## config.mk

```make
export PLATFORM = sky130hd
export DESIGN_NAME = latch_driver_flat
export DESIGN_NICKNAME = d
export VERILOG_FILES = /design/src/rtl/latch_driver_if.sv /design/src/rtl/latch_driver.sv /design/src/flat_wrapper.sv
export SDC_FILE = /design/constraint.sdc
export NUM_CORES = 1
export LEC_CHECK = 0
export ABC_AREA = 0
export ABC_CLOCK_PERIOD_IN_PS = 2800
export CAP_MARGIN = 20
export CORE_MARGIN = 4
export CORE_UTILIZATION = 30
export CTS_CLUSTER_DIAMETER = 200
export DETAILED_ROUTE_END_ITERATION = 8
export MAX_ROUTING_LAYER = met4
export SLEW_MARGIN = 5
export SYNTH_ARGS = -nofsm -noshare
export SYNTH_HDL_FRONTEND = slang
export SYNTH_SLANG_ARGS = --single-unit
```

## constraint.sdc

```tcl
create_clock -name clk -period 2.8 [get_ports clk]
set_input_delay 0.56 -clock clk [delete_from_list [all_inputs] [get_ports clk]]
set_output_delay 0.56 -clock clk [all_outputs]
set_load 0.1 [all_outputs]
```

## src/rtl/latch_driver_if.sv

```systemverilog
// Command handshake plus latch drive pins for latch_driver.
// master issues commands and watches the pins; slave is the sequencer itself.
interface latch_driver_if #(
   parameter int LAT_Width = 1
);
   logic                 cmd_valid;
   logic                 cmd_ready;
   logic [1:0]           cmd_op;
   logic [LAT_Width-1:0] cmd_data;
   logic [LAT_Width-1:0] d;
   logic                 gate;
   logic                 aset;
   logic                 aclr;
   logic                 busy;
   logic                 done;

   modport master (
      output cmd_valid, cmd_op, cmd_data,
      input  cmd_ready, d, gate, aset, aclr, busy, done
   );

   modport slave (
      input  cmd_valid, cmd_op, cmd_data,
      output cmd_ready, d, gate, aset, aclr, busy, done
   );
endinterface

```

## src/rtl/latch_driver.sv

```systemverilog
// Sequences WRITE/SET/CLEAR commands into glitch-free d/gate/aset/aclr drive; WRITE takes SETUP+GATE+HOLD cycles, SET/CLEAR take CTRL.
// Only one command is in flight: cmd_ready is high only in IDLE, and a command may be accepted in the done cycle.
module latch_driver #(
   parameter int LAT_Width = 1,
   parameter int SETUP_CYC = 1,
   parameter int GATE_CYC  = 2,
   parameter int HOLD_CYC  = 1,
   parameter int CTRL_CYC  = 2
) (
   input  logic           clk,
   input  logic           rst,
   latch_driver_if.slave  bus
);

   localparam int MAX_SG  = (SETUP_CYC > GATE_CYC) ? SETUP_CYC : GATE_CYC;
   localparam int MAX_HC  = (HOLD_CYC > CTRL_CYC) ? HOLD_CYC : CTRL_CYC;
   localparam int MAX_CYC = (MAX_SG > MAX_HC) ? MAX_SG : MAX_HC;
   localparam int CNT_W   = (MAX_CYC > 1) ? $clog2(MAX_CYC) : 1;

   localparam logic [1:0] OP_NOP = 2'b00;
   localparam logic [1:0] OP_WR  = 2'b01;
   localparam logic [1:0] OP_SET = 2'b10;
   localparam logic [1:0] OP_CLR = 2'b11;

   typedef enum logic [2:0] {
      IDLE  = 3'd0,
      SETUP = 3'd1,
      GATE  = 3'd2,
      HOLD  = 3'd3,
      CTRL  = 3'd4
   } state_t;

   state_t               state, state_nxt;
   logic [CNT_W-1:0]     cnt, cnt_nxt;
   logic [LAT_Width-1:0] d_q, d_nxt;
   logic                 gate_q, gate_nxt;
   logic                 aset_q, aset_nxt;
   logic                 aclr_q, aclr_nxt;
   logic                 done_q, done_nxt;
   logic                 accept;
   logic                 cnt_zero;

   assign bus.cmd_ready = (state == IDLE) && !rst;
   assign accept        = bus.cmd_valid && bus.cmd_ready;
   assign cnt_zero      = (cnt == '0);

   // The counter holds "cycles remaining minus one" for the current phase.
   always_comb begin
      state_nxt = state;
      cnt_nxt   = cnt;
      d_nxt     = d_q;
      done_nxt  = 1'b0;
      case (state)
         IDLE: begin
            if (accept) begin
               case (bus.cmd_op)
                  OP_WR: begin
                     state_nxt = SETUP;
                     cnt_nxt   = CNT_W'(SETUP_CYC - 1);
                     d_nxt     = bus.cmd_data;
                  end
                  OP_SET, OP_CLR: begin
                     state_nxt = CTRL;
                     cnt_nxt   = CNT_W'(CTRL_CYC - 1);
                  end
                  default: done_nxt = 1'b1;
               endcase
            end
         end
         SETUP: begin
            if (cnt_zero) begin
               state_nxt = GATE;
               cnt_nxt   = CNT_W'(GATE_CYC - 1);
            end else begin
               cnt_nxt = cnt - 1'b1;
            end
         end
         GATE: begin
            if (cnt_zero) begin
               state_nxt = HOLD;
               cnt_nxt   = CNT_W'(HOLD_CYC - 1);
            end else begin
               cnt_nxt = cnt - 1'b1;
            end
         end
         HOLD, CTRL: begin
            if (cnt_zero) begin
               state_nxt = IDLE;
               done_nxt  = 1'b1;
            end else begin
               cnt_nxt = cnt - 1'b1;
            end
         end
         default: state_nxt = IDLE;
      endcase

      // Pins are registered from the next state so they never glitch.
      gate_nxt = (state_nxt == GATE);
      aset_nxt = (state_nxt == CTRL) && (accept ? (bus.cmd_op == OP_SET) : aset_q);
      aclr_nxt = (state_nxt == CTRL) && (accept ? (bus.cmd_op == OP_CLR) : aclr_q);
   end

   always_ff @(posedge clk) begin
      if (rst) begin
         state  <= IDLE;
         cnt    <= '0;
         d_q    <= '0;
         gate_q <= 1'b0;
         aset_q <= 1'b0;
         aclr_q <= 1'b0;
         done_q <= 1'b0;
      end else begin
         state  <= state_nxt;
         cnt    <= cnt_nxt;
         d_q    <= d_nxt;
         gate_q <= gate_nxt;
         aset_q <= aset_nxt;
         aclr_q <= aclr_nxt;
         done_q <= done_nxt;
      end
   end

   assign bus.d    = d_q;
   assign bus.gate = gate_q;
   assign bus.aset = aset_q;
   assign bus.aclr = aclr_q;
   assign bus.busy = (state != IDLE);
   assign bus.done = done_q;

   a_set_clr_excl: assert property (@(posedge clk) !(aset_q && aclr_q));
   a_gate_ctrl_excl: assert property (@(posedge clk) !(gate_q && (aset_q || aclr_q)));
   a_d_stable: assert property (@(posedge clk) disable iff (rst)
      (d_q != $past(d_q)) |-> ($past(rst) || ($past(accept) && !$past(gate_q))));

endmodule

```

## src/flat_wrapper.sv

```systemverilog
// flat-port wrapper written by rule: the top's interface ports become plain ports
module latch_driver_flat 
#(
   parameter int LAT_Width = 1,
   parameter int SETUP_CYC = 1,
   parameter int GATE_CYC  = 2,
   parameter int HOLD_CYC  = 1,
   parameter int CTRL_CYC  = 2
)
  (clk, rst, bus_cmd_valid, bus_cmd_op, bus_cmd_data, bus_cmd_ready, bus_d, bus_gate, bus_aset, bus_aclr, bus_busy, bus_done);
  latch_driver_if #(.LAT_Width(LAT_Width)) bus_i ();
  input  logic clk;
  input  logic rst;
  input wire logic [$bits(bus_i.cmd_valid)-1:0] bus_cmd_valid;
  input wire logic [$bits(bus_i.cmd_op)-1:0] bus_cmd_op;
  input wire logic [$bits(bus_i.cmd_data)-1:0] bus_cmd_data;
  output wire logic [$bits(bus_i.cmd_ready)-1:0] bus_cmd_ready;
  output wire logic [$bits(bus_i.d)-1:0] bus_d;
  output wire logic [$bits(bus_i.gate)-1:0] bus_gate;
  output wire logic [$bits(bus_i.aset)-1:0] bus_aset;
  output wire logic [$bits(bus_i.aclr)-1:0] bus_aclr;
  output wire logic [$bits(bus_i.busy)-1:0] bus_busy;
  output wire logic [$bits(bus_i.done)-1:0] bus_done;
  assign bus_i.cmd_valid = bus_cmd_valid;
  assign bus_i.cmd_op = bus_cmd_op;
  assign bus_i.cmd_data = bus_cmd_data;
  assign bus_cmd_ready = bus_i.cmd_ready;
  assign bus_d = bus_i.d;
  assign bus_gate = bus_i.gate;
  assign bus_aset = bus_i.aset;
  assign bus_aclr = bus_i.aclr;
  assign bus_busy = bus_i.busy;
  assign bus_done = bus_i.done;
  latch_driver #(.LAT_Width(LAT_Width), .SETUP_CYC(SETUP_CYC), .GATE_CYC(GATE_CYC), .HOLD_CYC(HOLD_CYC), .CTRL_CYC(CTRL_CYC)) u_core (.clk(clk), .rst(rst), .bus(bus_i));
endmodule
```

==> flow_metrics.py <==
metrics = {
    "critical_path": {
        "reg2regPathDepth": 3,
        "worst_setup_path_start_kind": "input port",
        "critical_path_required_ns": 2.24,
        "r2r-end": "u_core.bus.done$_SDFF_PP0_",
        "timing_worst_setup_path_type": "in -> out",
        "timing.reg2reg.setup_slack_ns": 1.26,
        "arrival_ns": 1.77,
        "cp_max_fo": 9,
        "critical_path.endpoint_type": "primary output",
        "rr_startpoint": "u_core.state[1]$_SDFF_PP0_",
    },
    "pwr": {
        "internal_power_uw": 233,
        "p_switching_uw": 136,
        "pwr_density_cell_nw_per_um2": 609,
        "sequentialPowerShare": 0.410,
        "vdd.ir_drop.worst_mv": 0.260,
        "share_clk_of_total_power": 0.272,
        "power.combinational.fraction": 0.318,
        "sw_frac_of_total": 0.367,
        "tot_pwr_uw": 369,
        "p_leak_nw": 0.253,
    },
    "global_route": {
        "grt_start_max_net_pins": 12,
        "overflow": 0,
        "antenna_found_initial": 0,
        "grt_pass1_vias": 372,
        "overall_track_demand_over_capacity_in_global_routing": 0.112,
        "grt_first_pass_wirelength_mm": 1.66,
    },
    "routing": {
        "detail-route-antenna-nets": 0,
        "routed_wl_mm": 1.01,
        "vias_per_cell": 5.45,
        "number_of_vias_after_detailed_routing": 409,
        "number_of_detailed_routing_iterations_run_before_antenna_repair": 4,
        "wire_per_inst_um": 13.5,
        "drc_errors": 0,
        "first_iter_violations": 2,
    },
    "placement": {
        "hpwlAfterDp_um": 710,
        "portBuffers": 12,
        "place.gp.congestion": 0.765,
        "placed_cells": 71,
        "detailedPlace.worstSlack_ns": 0.494,
    },
    "yosys": {
        "postSynthNetCount": 55,
        "synth_area_leaders": "sky130_fd_sc_hd__dfxtp_1 (39%), sky130_fd_sc_hd__a22o_1 (3.8%), sky130_fd_sc_hd__and3b_1 (3.8%), sky130_fd_sc_hd__o21ai_0 (3.2%), sky130_fd_sc_hd__a211oi_1 (3.2%)",
        "synth_top_area_share": 0.389,
        "synth-seq-cells": 9,
        "synthDominantAreaCellType": "sky130_fd_sc_hd__dfxtp_1",
        "synthesis.instances": 49,
        "count_of_different_cell_masters_after_synthesis": 29,
        "postSynthAreaPerCell_um2": 9.45,
        "yosysWarningCount": 0,
        "syn-cell-area_um2": 463,
        "yosysSeqAreaShare": 0.389,
    },
    "sta": {
        "setup_slack_ns": 0.475,
        "timing.slew.headroom": 0.725,
        "drv_slew": 0,
        "fmax_mhz": 430,
        "setup_total_negative_slack_ns": 0,
        "post-route-period-util": 0.830,
        "rsz0062_at_grt": "false",
        "final_period_minus_worst_setup_slack_ns": 2.33,
        "skew_ns": 0.000254,
        "finalSetupViolCount": 0,
        "report.final.hold_viol_count": 0,
        "worstMarginPinSlew_ns": 0.409,
    },
    "finish": {
        "count_of_inserted_antenna_diode_cells": 0,
        "drive_gt1_frac": 0.267,
        "post_layout_nonfiller_instances": 75,
        "num-nets-final": 67,
        "final_util": 0.438,
        "area_growth_pct": 30.8,
    },
    "clock_tree": {
        "ctsLongestPathBuffers": 2,
        "htree_num_levels": 1,
        "insertion_delay_ns": 0.26,
        "cts_hold_buffers": 0,
        "tritoncts_num_sinks": 9,
        "worst_setup_hold_path_clk_slew_ns": 0.06,
        "post_cts.repair.setup_buffers": 0,
        "cts_tree": "done",
        "cts_resized": 0,
        "clock_tree.root_cell": "sky130_fd_sc_hd__clkbuf_4",
        "cts_inserted_buffers": 3,
    },
    "hold_path": {
        "whs_path_depth": 1,
        "min_to": "u_core.bus.aclr$_SDFF_PP0_",
        "hold_path_class": "reg -> reg",
        "worstHoldStart": "u_core.bus.aclr$_SDFF_PP0_",
    },
    "floorplanning": {
        "ios": 13,
        "core_area_um2": 1380,
        "die_area_um2": 2240,
        "placement_rows": 13,
        "fp.dieW_um": 47.3,
        "die-height_um": 47.3,
        "initial_utilization": 0.335,
    },
    "flow_run": {
        "maxCapViolations": 0,
    },
    "status": {
        "outcome": "completed",
    },
}
==> per-layer routing <==
metal  track usage  vias to the layer above  wire length [um]
li1              -                      208                 -
met1         0.144                      192               497
met2         0.150                        9               450
met3        0.0345                        0                62
met4        0.0663                        0                 0
met5             -                        -                 0
==> cells by family (layout without fill, tap and decap cells) <==
kind of cell,Yosys count,in the layout,share of synthesized area
AOI/OAI and AO/OA,17,17,0.284
buffers and inverters,8,19,0.0811
DFF,9,9,0.389
and+or+nand+nor,15,15,0.246
==> registers in the layout, summed over array words and instances, names as in the netlist <==
| register | cells |
|---|---|
| u_core.bus.gate | 1 |
| u_core.bus.done | 1 |
| u_core.bus.d | 1 |
| u_core.state | 3 |
| u_core.cnt | 1 |
| u_core.bus.aclr | 1 |
| u_core.bus.aset | 1 |
==> critical path, cell delays in order <==
cell                              delay (ns)
sky130_fd_sc_hd__clkdlybuf4s50_1        0.59
sky130_fd_sc_hd__nor4_4                 0.38
sky130_fd_sc_hd__buf_12                 0.23
==> cells in the mapped netlist <==
library cell                count
sky130_fd_sc_hd__a2111oi_0      1
sky130_fd_sc_hd__a211oi_1       2
sky130_fd_sc_hd__a21bo_2        1
sky130_fd_sc_hd__a21o_1         1
sky130_fd_sc_hd__a21oi_1        2
sky130_fd_sc_hd__a221oi_1       1
sky130_fd_sc_hd__a22o_1         2
sky130_fd_sc_hd__and3_1         1
sky130_fd_sc_hd__and3b_1        2
sky130_fd_sc_hd__and4b_1        1
sky130_fd_sc_hd__buf_1          1
sky130_fd_sc_hd__buf_6          1
sky130_fd_sc_hd__clkbuf_1       3
sky130_fd_sc_hd__dfxtp_1        9
sky130_fd_sc_hd__inv_1          3
sky130_fd_sc_hd__nand3_1        2
sky130_fd_sc_hd__nor2_1         1
sky130_fd_sc_hd__nor3_1         1
sky130_fd_sc_hd__nor3b_1        2
sky130_fd_sc_hd__nor4_2         1
sky130_fd_sc_hd__o211a_1        1
sky130_fd_sc_hd__o21ai_0        3
sky130_fd_sc_hd__o21ba_2        1
sky130_fd_sc_hd__o221a_2        1
sky130_fd_sc_hd__o31ai_1        1
sky130_fd_sc_hd__or2_2          1
sky130_fd_sc_hd__or3_1          1
sky130_fd_sc_hd__or3_4          1
sky130_fd_sc_hd__or4b_1         1
==> power groups by stage <==
stage / combinational [mW] / sequential, mW / clock, mW
floorplan: 0.0803 / 0.162 / 0
global placement: 0.117 / 0.154 / 0
detailed placement: 0.118 / 0.154 / 0
CTS: 0.118 / 0.151 / 0.106
global route: 0.124 / 0.154 / 0.114
finish: 0.117 / 0.151 / 0.100
==> worst max path at each step <==
stage,from,to,cells past startpoint
detailed placement,rst,bus_cmd_ready,3
CTS,rst,bus_cmd_ready,3
floorplan,rst,bus_cmd_ready,2
global placement,rst,bus_cmd_ready,3
global route,rst,bus_cmd_ready,3
finish,rst,bus_cmd_ready,3
==> cell usage in the layout, fill, tap and decap left out, types with 2 or more instances in the layout <==
master / instances
sky130_fd_sc_hd__a21oi_1: 2
sky130_fd_sc_hd__buf_4: 6
sky130_fd_sc_hd__clkbuf_4: 3
sky130_fd_sc_hd__a22o_1: 2
sky130_fd_sc_hd__dfxtp_1: 9
sky130_fd_sc_hd__and3b_1: 2
sky130_fd_sc_hd__nor3b_1: 2
sky130_fd_sc_hd__o21ai_0: 3
sky130_fd_sc_hd__inv_1: 3
sky130_fd_sc_hd__clkdlybuf4s50_1: 5
sky130_fd_sc_hd__nand3_1: 2
sky130_fd_sc_hd__a211oi_1: 2
==> layout make-up <==
type | instances | area [um^2]
timing repair buffer | 12 | 115
sequential | 9 | 180
fill | 140 | 777
clock buffer | 4 | 26.3
tap | 15 | 18.8
inverter | 3 | 11.3
multi-input combinational | 32 | 254
==> metrics by stage <==
step	hold slack (ns)	instance area, um^2
after floorplan	0.622	472
after global placement	0.461	579
after detailed placement	0.463	579
after CTS	0.478	606
after global routing	0.497	606
final	0.475	606
Power figures use the tool's default switching activity.
